[config.mk]
export PLATFORM = sky130hd
export DESIGN_NAME = mc_controller_flat
export DESIGN_NICKNAME = d
export VERILOG_FILES = /design/src/rtl/mc_controller_if.sv /design/src/rtl/mc_controller.sv /design/src/flat_wrapper.sv
export SDC_FILE = /design/constraint.sdc
export NUM_CORES = 1
export LEC_CHECK = 0
export BUFFER_PORTS_ARGS = -buffer_cell sky130_fd_sc_hd__buf_2
export CAP_MARGIN = 20
export CORE_UTILIZATION = 40
export CTS_CLUSTER_SIZE = 14
export DETAILED_ROUTE_END_ITERATION = 16
export PLACE_DENSITY = 0.67
export SETUP_SLACK_MARGIN = 0.1
export SYNTH_ARGS = -nofsm -noshare
export SYNTH_HDL_FRONTEND = slang
export SYNTH_SLANG_ARGS = --single-unit
[constraint.sdc]
create_clock -name clk -period 2.27 [get_ports clk]
set_input_delay 0.1135 -clock clk [delete_from_list [all_inputs] [get_ports clk]]
set_output_delay 0.1135 -clock clk [all_outputs]
set_load 0.05 [all_outputs]
[src/rtl/mc_controller_if.sv]
// mc_controller_if: ready-handshaked shared memory port between controller and memory
interface mc_controller_if;
  logic mem_req;
  logic memwrite;
  logic iord;
  logic mem_ready;
  modport master(output mem_req, memwrite, iord, input mem_ready);
  modport slave(input mem_req, memwrite, iord, output mem_ready);
endinterface

[src/rtl/mc_controller.sv]
// mc_controller: multicycle CPU control FSM with memory handshake, traps and optional MC_PERF_CNT_EN perf counters
module mc_controller #(
  parameter int OP_W = 4,
  parameter int ALUCTRL_W = 4,
  parameter int TIMEOUT = 15
) (
  input  logic                 clk,
  input  logic                 reset_n,
  input  logic [OP_W-1:0]      op,
  input  logic                 zero,
  mc_controller_if.master      mem,
  output logic                 irwrite,
  output logic                 pcwrite,
  output logic [1:0]           pcsrc,
  output logic                 alusrca,
  output logic [1:0]           alusrcb,
  output logic [ALUCTRL_W-1:0] alucontrol,
  output logic                 regwrite,
  output logic                 regdst,
  output logic                 memtoreg,
  output logic                 halted,
  output logic                 trap,
  output logic [1:0]           trap_cause,
`ifdef MC_PERF_CNT_EN
  output logic [31:0]          cycle_cnt,
  output logic [31:0]          instret_cnt,
`endif
  output logic [3:0]           state_dbg
);
  typedef enum logic [3:0] {
    FETCH = 4'd0, DECODE = 4'd1, EXEC_R = 4'd2, ALUWB = 4'd3, EXEC_I = 4'd4, IWB = 4'd5,
    MEMADR = 4'd6, MEMRD = 4'd7, MEMWB = 4'd8, MEMWR = 4'd9, BRANCH = 4'd10, JUMP = 4'd11,
    HALT = 4'd12, TRAP = 4'd13
  } state_t;
  localparam int CW = $clog2(TIMEOUT + 1);
  state_t state, state_next;
  logic [CW-1:0] wait_cnt;
  logic [3:0] o4;
  logic illegal, is_req, timeout;
  assign o4 = op[3:0];
  assign illegal = (op >> 4) != '0;
  assign is_req = state == FETCH || state == MEMRD || state == MEMWR;
  assign timeout = is_req && !mem.mem_ready && wait_cnt == CW'(TIMEOUT - 1);
  assign state_dbg = state;
  // state register, wait counter (cleared on any state change or completion) and sticky trap cause
  always_ff @(posedge clk or negedge reset_n)
    if (!reset_n) begin
      state <= FETCH;
      wait_cnt <= '0;
      trap_cause <= 2'b00;
    end else begin
      state <= state_next;
      wait_cnt <= (is_req && !mem.mem_ready && state_next == state) ? wait_cnt + 1'b1 : '0;
      if (state != TRAP && state_next == TRAP) trap_cause <= timeout ? 2'b10 : 2'b01;
    end
  // next-state: ready beats timeout in request states; HALT/TRAP absorb until reset
  always_comb begin
    state_next = state;
    case (state)
      FETCH:  state_next = mem.mem_ready ? DECODE : timeout ? TRAP : FETCH;
      DECODE: state_next = illegal ? TRAP : o4 <= 4'h7 ? EXEC_R : o4 == 4'h8 ? EXEC_I :
                           (o4 == 4'h9 || o4 == 4'hA) ? MEMADR : (o4 == 4'hB || o4 == 4'hC) ? BRANCH :
                           o4 == 4'hD ? JUMP : o4 == 4'hE ? FETCH : HALT;
      EXEC_R: state_next = ALUWB;
      EXEC_I: state_next = IWB;
      MEMADR: state_next = o4 == 4'h9 ? MEMRD : MEMWR;
      MEMRD:  state_next = mem.mem_ready ? MEMWB : timeout ? TRAP : MEMRD;
      MEMWR:  state_next = mem.mem_ready ? FETCH : timeout ? TRAP : MEMWR;
      ALUWB, IWB, MEMWB, BRANCH, JUMP: state_next = FETCH;
      HALT:   state_next = HALT;
      TRAP:   state_next = TRAP;
      default: state_next = FETCH;
    endcase
  end
  // outputs decoded from state; pcwrite/irwrite Mealy-gated; everything forced low while in reset
  always_comb begin
    mem.mem_req = 1'b0;
    mem.memwrite = 1'b0;
    mem.iord = 1'b0;
    irwrite = 1'b0;
    pcwrite = 1'b0;
    pcsrc = 2'b00;
    alusrca = 1'b0;
    alusrcb = 2'b00;
    alucontrol = '0;
    regwrite = 1'b0;
    regdst = 1'b0;
    memtoreg = 1'b0;
    halted = 1'b0;
    trap = 1'b0;
    if (reset_n)
      case (state)
        FETCH: begin
          mem.mem_req = 1'b1;
          alusrcb = 2'b01;
          irwrite = mem.mem_ready;
          pcwrite = mem.mem_ready;
        end
        DECODE: alusrcb = 2'b11;
        EXEC_R: begin
          alusrca = 1'b1;
          alucontrol = ALUCTRL_W'(o4);
        end
        ALUWB: begin
          regwrite = 1'b1;
          regdst = 1'b1;
        end
        EXEC_I, MEMADR: begin
          alusrca = 1'b1;
          alusrcb = 2'b10;
        end
        IWB: regwrite = 1'b1;
        MEMRD: begin
          mem.mem_req = 1'b1;
          mem.iord = 1'b1;
        end
        MEMWB: begin
          regwrite = 1'b1;
          memtoreg = 1'b1;
        end
        MEMWR: begin
          mem.mem_req = 1'b1;
          mem.memwrite = 1'b1;
          mem.iord = 1'b1;
        end
        BRANCH: begin
          alusrca = 1'b1;
          alucontrol = ALUCTRL_W'(4'h1);
          pcsrc = 2'b01;
          pcwrite = o4 == 4'hC ? !zero : zero;
        end
        JUMP: begin
          pcsrc = 2'b10;
          pcwrite = 1'b1;
        end
        HALT: halted = 1'b1;
        TRAP: trap = 1'b1;
        default: ;
      endcase
  end
`ifdef MC_PERF_CNT_EN
  // free-running cycle count while live, retired count on every return to FETCH
  always_ff @(posedge clk or negedge reset_n)
    if (!reset_n) begin
      cycle_cnt <= '0;
      instret_cnt <= '0;
    end else begin
      if (state != HALT && state != TRAP) cycle_cnt <= cycle_cnt + 32'd1;
      if (state != FETCH && state_next == FETCH) instret_cnt <= instret_cnt + 32'd1;
    end
`endif
endmodule
[src/flat_wrapper.sv]
// flat-port wrapper written by rule: the top's interface ports become plain ports
module mc_controller_flat 
#(
  parameter int OP_W = 4,
  parameter int ALUCTRL_W = 4,
  parameter int TIMEOUT = 15
)
  (clk, reset_n, op, zero, irwrite, pcwrite, pcsrc, alusrca, alusrcb, alucontrol, regwrite, regdst, memtoreg, halted, trap, trap_cause, state_dbg, mem_mem_req, mem_memwrite, mem_iord, mem_mem_ready);
  mc_controller_if mem_i ();
  input  logic clk;
  input  logic reset_n;
  input  logic [OP_W-1:0] op;
  input  logic zero;
  output logic irwrite;
  output logic pcwrite;
  output logic [1:0] pcsrc;
  output logic alusrca;
  output logic [1:0] alusrcb;
  output logic [ALUCTRL_W-1:0] alucontrol;
  output logic regwrite;
  output logic regdst;
  output logic memtoreg;
  output logic halted;
  output logic trap;
  output logic [1:0] trap_cause;
  output logic [3:0] state_dbg;
  output wire logic [$bits(mem_i.mem_req)-1:0] mem_mem_req;
  output wire logic [$bits(mem_i.memwrite)-1:0] mem_memwrite;
  output wire logic [$bits(mem_i.iord)-1:0] mem_iord;
  input wire logic [$bits(mem_i.mem_ready)-1:0] mem_mem_ready;
  assign mem_mem_req = mem_i.mem_req;
  assign mem_memwrite = mem_i.memwrite;
  assign mem_iord = mem_i.iord;
  assign mem_i.mem_ready = mem_mem_ready;
  mc_controller #(.OP_W(OP_W), .ALUCTRL_W(ALUCTRL_W), .TIMEOUT(TIMEOUT)) u_core (.clk(clk), .reset_n(reset_n), .op(op), .zero(zero), .mem(mem_i), .irwrite(irwrite), .pcwrite(pcwrite), .pcsrc(pcsrc), .alusrca(alusrca), .alusrcb(alusrcb), .alucontrol(alucontrol), .regwrite(regwrite), .regdst(regdst), .memtoreg(memtoreg), .halted(halted), .trap(trap), .trap_cause(trap_cause), .state_dbg(state_dbg));
endmodule
-- Word level (Yosys, flattened, before mapping)
Index checks and enable logic that the tools add are counted.
- add/subtract/negate cells: 1
- order comparisons: 1
- eq/ne operators: 24
- multiplexer cells: 45
- reductions and logical operators: 16
- operators with widths (kind ; number):
    4-bit equality test, second input constant ; 15
    4-bit two-way mux ; 14
    4-bit case mux with 9 select lines ; 1
    1-bit two-way mux ; 22
    4-bit by 3-bit equality test with 1-bit output, second input constant ; 4
    4-bit by 2-bit equality test with 1-bit output, second input constant ; 2
    4-bit case mux with 2 select lines ; 1
    2-bit two-way mux ; 3
    2-bit case mux with 3 select lines ; 1
    3-bit OR reduction ; 2
    4-bit by 1-bit adder with 4-bit output, second input constant ; 1
    4-bit by 1-bit equality test with 1-bit output, second input constant ; 1
    4-bit equality test ; 1
    4-bit by 3-bit <= comparator with 1-bit output, second input constant ; 1
    1-bit logical AND ; 4
    4-bit zero test ; 1
    1-bit logical OR ; 4
    4-bit != test, second input constant ; 1
    2-bit case mux with 2 select lines ; 1
    2-bit OR reduction ; 2
    4-bit OR reduction ; 1
    3-bit two-way mux ; 1
    1-bit case mux with 3 select lines ; 1
    1-bit zero test ; 2
- bits in registers: 10
- bits of input ports: 8
- output and inout port bits: 25
- word-level logic and storage cells: 90

-- Longest topological paths before layout
- depth in word-level cells: 11
- depth in mapped cells: 7

-- Worst setup path before layout
Ideal clock, no wire load.
- path kind: flip-flop to output port
- from: register u_core.state[1], in the netlist u_core.state_dbg[1]
- to: output alucontrol[0]
- arrival time: 2.819 ns
- data required time: 2.156 ns
- setup slack: -0.663 ns
- stages on the path, launching flop included: 4
- buffers on the path: 1
- cell sequence: dfrtp_1 clkbuf_1 nand2_1 nor4b_1
- longest elaborated chain between the ends: 3
- elaborated cells on any way between the ends: 4
- RTL lines (item ; RTL line ; text):
    start, declared ; mc_controller.sv:36 ; state_t state, state_next;
    start signal, assigned ; mc_controller.sv:52 ; state <= state_next;
    4-bit equality test or 4-bit by 2-bit equality test with 1-bit output (tied branches) ; mc_controller.sv:92 ; case (state)
    4-bit case mux with 2 select lines * ; mc_controller.sv:92 ;
    4-bit two-way mux * ; mc_controller.sv:91 ; if (reset_n)
    end, declared ; flat_wrapper.sv:19 ; output logic [ALUCTRL_W-1:0] alucontrol;
Every way passes the cells marked *; elsewhere a longest branch is shown, timed or not.

-- Worst setup path after layout
- from: register u_core.state[2], in the netlist u_core.state_dbg[2]
- to: output pcwrite
- longest elaborated chain between the ends: 3
- elaborated cells on any way between the ends: 5
- RTL lines (item ; RTL line ; text):
    4-bit equality test or 4-bit zero test (tied branches) ; mc_controller.sv:92 ;
    1-bit case mux with 3 select lines * ; mc_controller.sv:92 ;
    1-bit two-way mux * ; mc_controller.sv:91 ;
    end, declared ; flat_wrapper.sv:15 ; output logic pcwrite;
Marks and branches as above.

==> impl_metrics.yaml <==
setup_path:
  cp_top_family: "simple AND/OR/NAND/NOR gates"
  cp_num_buf_inv: 2
  crit_start: "u_core.state_dbg[2]$_DFF_PN0_"
  arrival_ns: 1.96
  rr_worst_depth: 5
  worstSetupEndpoint: "pcwrite"
  crit_type: "register to output pin"
  cp_max_fo: 12
  critPathCaptureType: "output pin"
  slowest_delay_ns: 0.52
  r2r-start: "u_core.state_dbg[2]$_DFF_PN0_"
  crit_path_top_delay_cell: "dfrtp_1"
  setup.worst_path.start_class: "register"
  worstPathCellList: "buf_4 -> nor2_1 -> nand2_2 -> nor2_4 -> a211o_2 -> buf_2"
  reg2reg_slack_ns: 0.35
  critical_path_cell_count: 6
  r2r_end: "u_core.wait_cnt[2]$_DFF_PN0_"
  required_ns: 2.16
placed_design:
  postPlaceCellArea_sq_um: 1130
  dpl_worst_slack_ns: 0.382
  dp.cells: 171
  place_congestion: 0.798
  portBuffers: 32
  hpwl_mm: 1.71
floorplanning:
  rows: 16
  dieWidth_microns: 49.2
  die-area_sq_um: 2420
  die_y_microns: 49.2
  io_pins: 33
  start_util_pct: 44.1
  coreArea_sq_um: 2020
cts:
  cts_tree: "yes"
  htreeDepth: 1
  cts_setup_buffers: 0
  clk_latency_ns: 0.26
  cts_buffer_depth: 2
  numCtsBuffers: 3
  root_buffer: "clkbuf_4"
  cts.clk_slew.worst_paths_ns: 0.06
  cts.sinks: 10
logic_synthesis:
  avgSynthCellArea_sq_um: 7.68
  ys_warn_count: 0
  synth_area_sq_um: 891
  ys_types: 35
  async_reset_ff_share_pct: 100
  ys_ff_latch: 10
  syn_nets: 126
  synth_top_area_cell: "dfrtp_1"
  synth_flop_cell: "dfrtp_1"
  synthTopCellsByArea: "dfrtp_1 (28%), nor2_1 (8.4%), nand2_1 (4.6%), a21oi_1 (3.9%), xor2_1 (3.9%)"
  ys_seq_area_share_pct: 28.1
  yosysMostFrequentCell: "nor2_1"
  syn_inst: 116
  netlist.area_leader.share_pct: 28.1
  yosys-top-cells-count: "nor2_1 (20), nand2_1 (11), dfrtp_1 (10), a21oi_1 (7)"
  synth_edf_count: 0
timing:
  fin_ws_ns: 0.195
  maxClockFrequency_mhz: 482
  setup_viol: 0
  skew_ns: 0.00346
  slew_viol_final: 0
  period_needed_ns: 2.08
  finalCritPeriodShare_pct: 91.4
  worst_pin_slew_ns: 0.436
  hold_viol: 0
  rsz0062_at_grt: "no"
  max_slew_margin_pct: 70.5
run_status:
  status: "complete, no violations"
global_route:
  grt_pass1_vias: 874
  grt_pass1_wl_mm: 3.84
  grt_util_all_layers_pct: 20.2
  grt_max_degree: 20
  grt-ovfl-total: 0
  antenna_found_initial: 0
cells_and_area:
  drive_above_1_share_pct: 37.6
  stdcell_area_sq_um: 1170
  fillers: 196
  stdcell_count: 176
  fin_nets: 160
  area_growth_pct: 31.9
  final_core_util_pct: 58.1
  n_antenna_cell: 0
routing:
  first_pass_iters: 4
  viasPerCell: 5.40
  wl_mm: 2.26
  drt-wirelength-per-cell_microns: 12.9
  drc: 0
  postRouteAntennaNets: 0
  via_count: 951
  drtIter0Drc: 28
min_path:
  min-delay-path-class: "input port to register"
pwr:
  ir_worst_vdd_uv: 704
  power_density_nw_per_um2: 1320
  p_leak_nw: 0.598
flow_run:
  drv_cap: 0
[tightest hold or removal path, delay by kind of cell]
kind | cells | cell delay, ns
AO/OA/AOI/OAI | 1 | 0.09
buffers and inverters | 1 | 0.15
AND/OR/NAND/NOR | 2 | 0.10
[layer usage]
| layer | up-vias | part of all wire, % | track usage (%) |
|---|---|---|---|
| met5 | - | 0 | 0 |
| met4 | 0 | 0.57 | 2.94 |
| met3 | 2 | 4.9 | 5.61 |
| met2 | 33 | 47 | 32.9 |
| met1 | 434 | 48 | 27.0 |
| li1 | 482 | - | - |
[cell usage in the layout (no fill, tap or decap), drive strengths merged, types with 2 or more instances in the layout]
master / netlist / final
nor3: 4 / 4
xor2: 4 / 4
nand2: 11 / 11
dfrtp: 10 / 10
or3: 2 / 2
ha: 2 / 2
buf: 3 / 35
o211ai: 3 / 3
and2: 2 / 2
inv: 5 / 5
nor4b: 3 / 3
o21ai: 3 / 3
a31oi: 2 / 2
a2111o: 2 / 2
o211a: 2 / 2
nor2: 20 / 20
a21oi: 7 / 7
clkbuf: 4 / 4
nor2b: 4 / 4
and3: 4 / 4
nand4b: 2 / 2
mux2: 2 / 2
nand3: 5 / 5
[kinds of logic after synthesis]
family | Yosys count | synth area share (%)
flops | 10 | 28.1
compound gates | 23 | 18.3
mux | 3 | 3.65
xor+xnor | 5 | 4.92
buf+inv | 12 | 5.34
simple gates | 61 | 36.9
fa+ha+maj | 2 | 2.81
[how the worst min path moves through the flow]
stage                        from                            end  depth (start not counted)
floorplan                 reset_n  u_core.state_dbg[0]$_DFF_PN0_                          0
global placement          reset_n  u_core.state_dbg[0]$_DFF_PN0_                          1
detailed placement        reset_n  u_core.state_dbg[0]$_DFF_PN0_                          1
CTS                 mem_mem_ready  u_core.state_dbg[0]$_DFF_PN0_                          4
global route        mem_mem_ready  u_core.state_dbg[0]$_DFF_PN0_                          4
finish              mem_mem_ready  u_core.state_dbg[0]$_DFF_PN0_                          4
[where the power goes]
group	internal, mW	switching [mW]
sequential	0.223	0.122
clock	0.0973	0.0585
combinational	0.314	0.733
total	0.635	0.913
[flip-flops by register name, summed over array words and instances (netlist names)]
register           cells
u_core.state_dbg       4
u_core.trap_cause      2
u_core.wait_cnt        4
[through the flow]
stage | hold WS (ns) | power, mW | setup TNS (ns)
global route | 0.221 | 1.66 | 0
finish | 0.232 | 1.55 | 0
CTS | 0.213 | 1.55 | 0
global placement | 0.0341 | 1.37 | 0
detailed placement | 0.0381 | 1.39 | 0
floorplan | -0.182 | 1.16 | -0.232
[cell type report]
| type | instances | area, sq um | share of cell area (%) |
|---|---|---|---|
| multi-input cells | 94 | 642 | 54.6 |
| flip-flops and latches | 10 | 251 | 21.4 |
| repair buffers | 36 | 193 | 16.4 |
| clock buffers | 4 | 36.3 | 3.09 |
| well taps | 27 | 33.8 | 2.88 |
| inverters | 5 | 18.8 | 1.60 |
[what timing repair did]
item / in CTS / in global routing
gates resized for setup: 0 / 1
hold buffers: 1 / 0
endpoints found under the setup margin: 0 / 2
endpoints found under the hold margin: 10 / 0
Note: power is estimated with default switching activity, not from simulation.
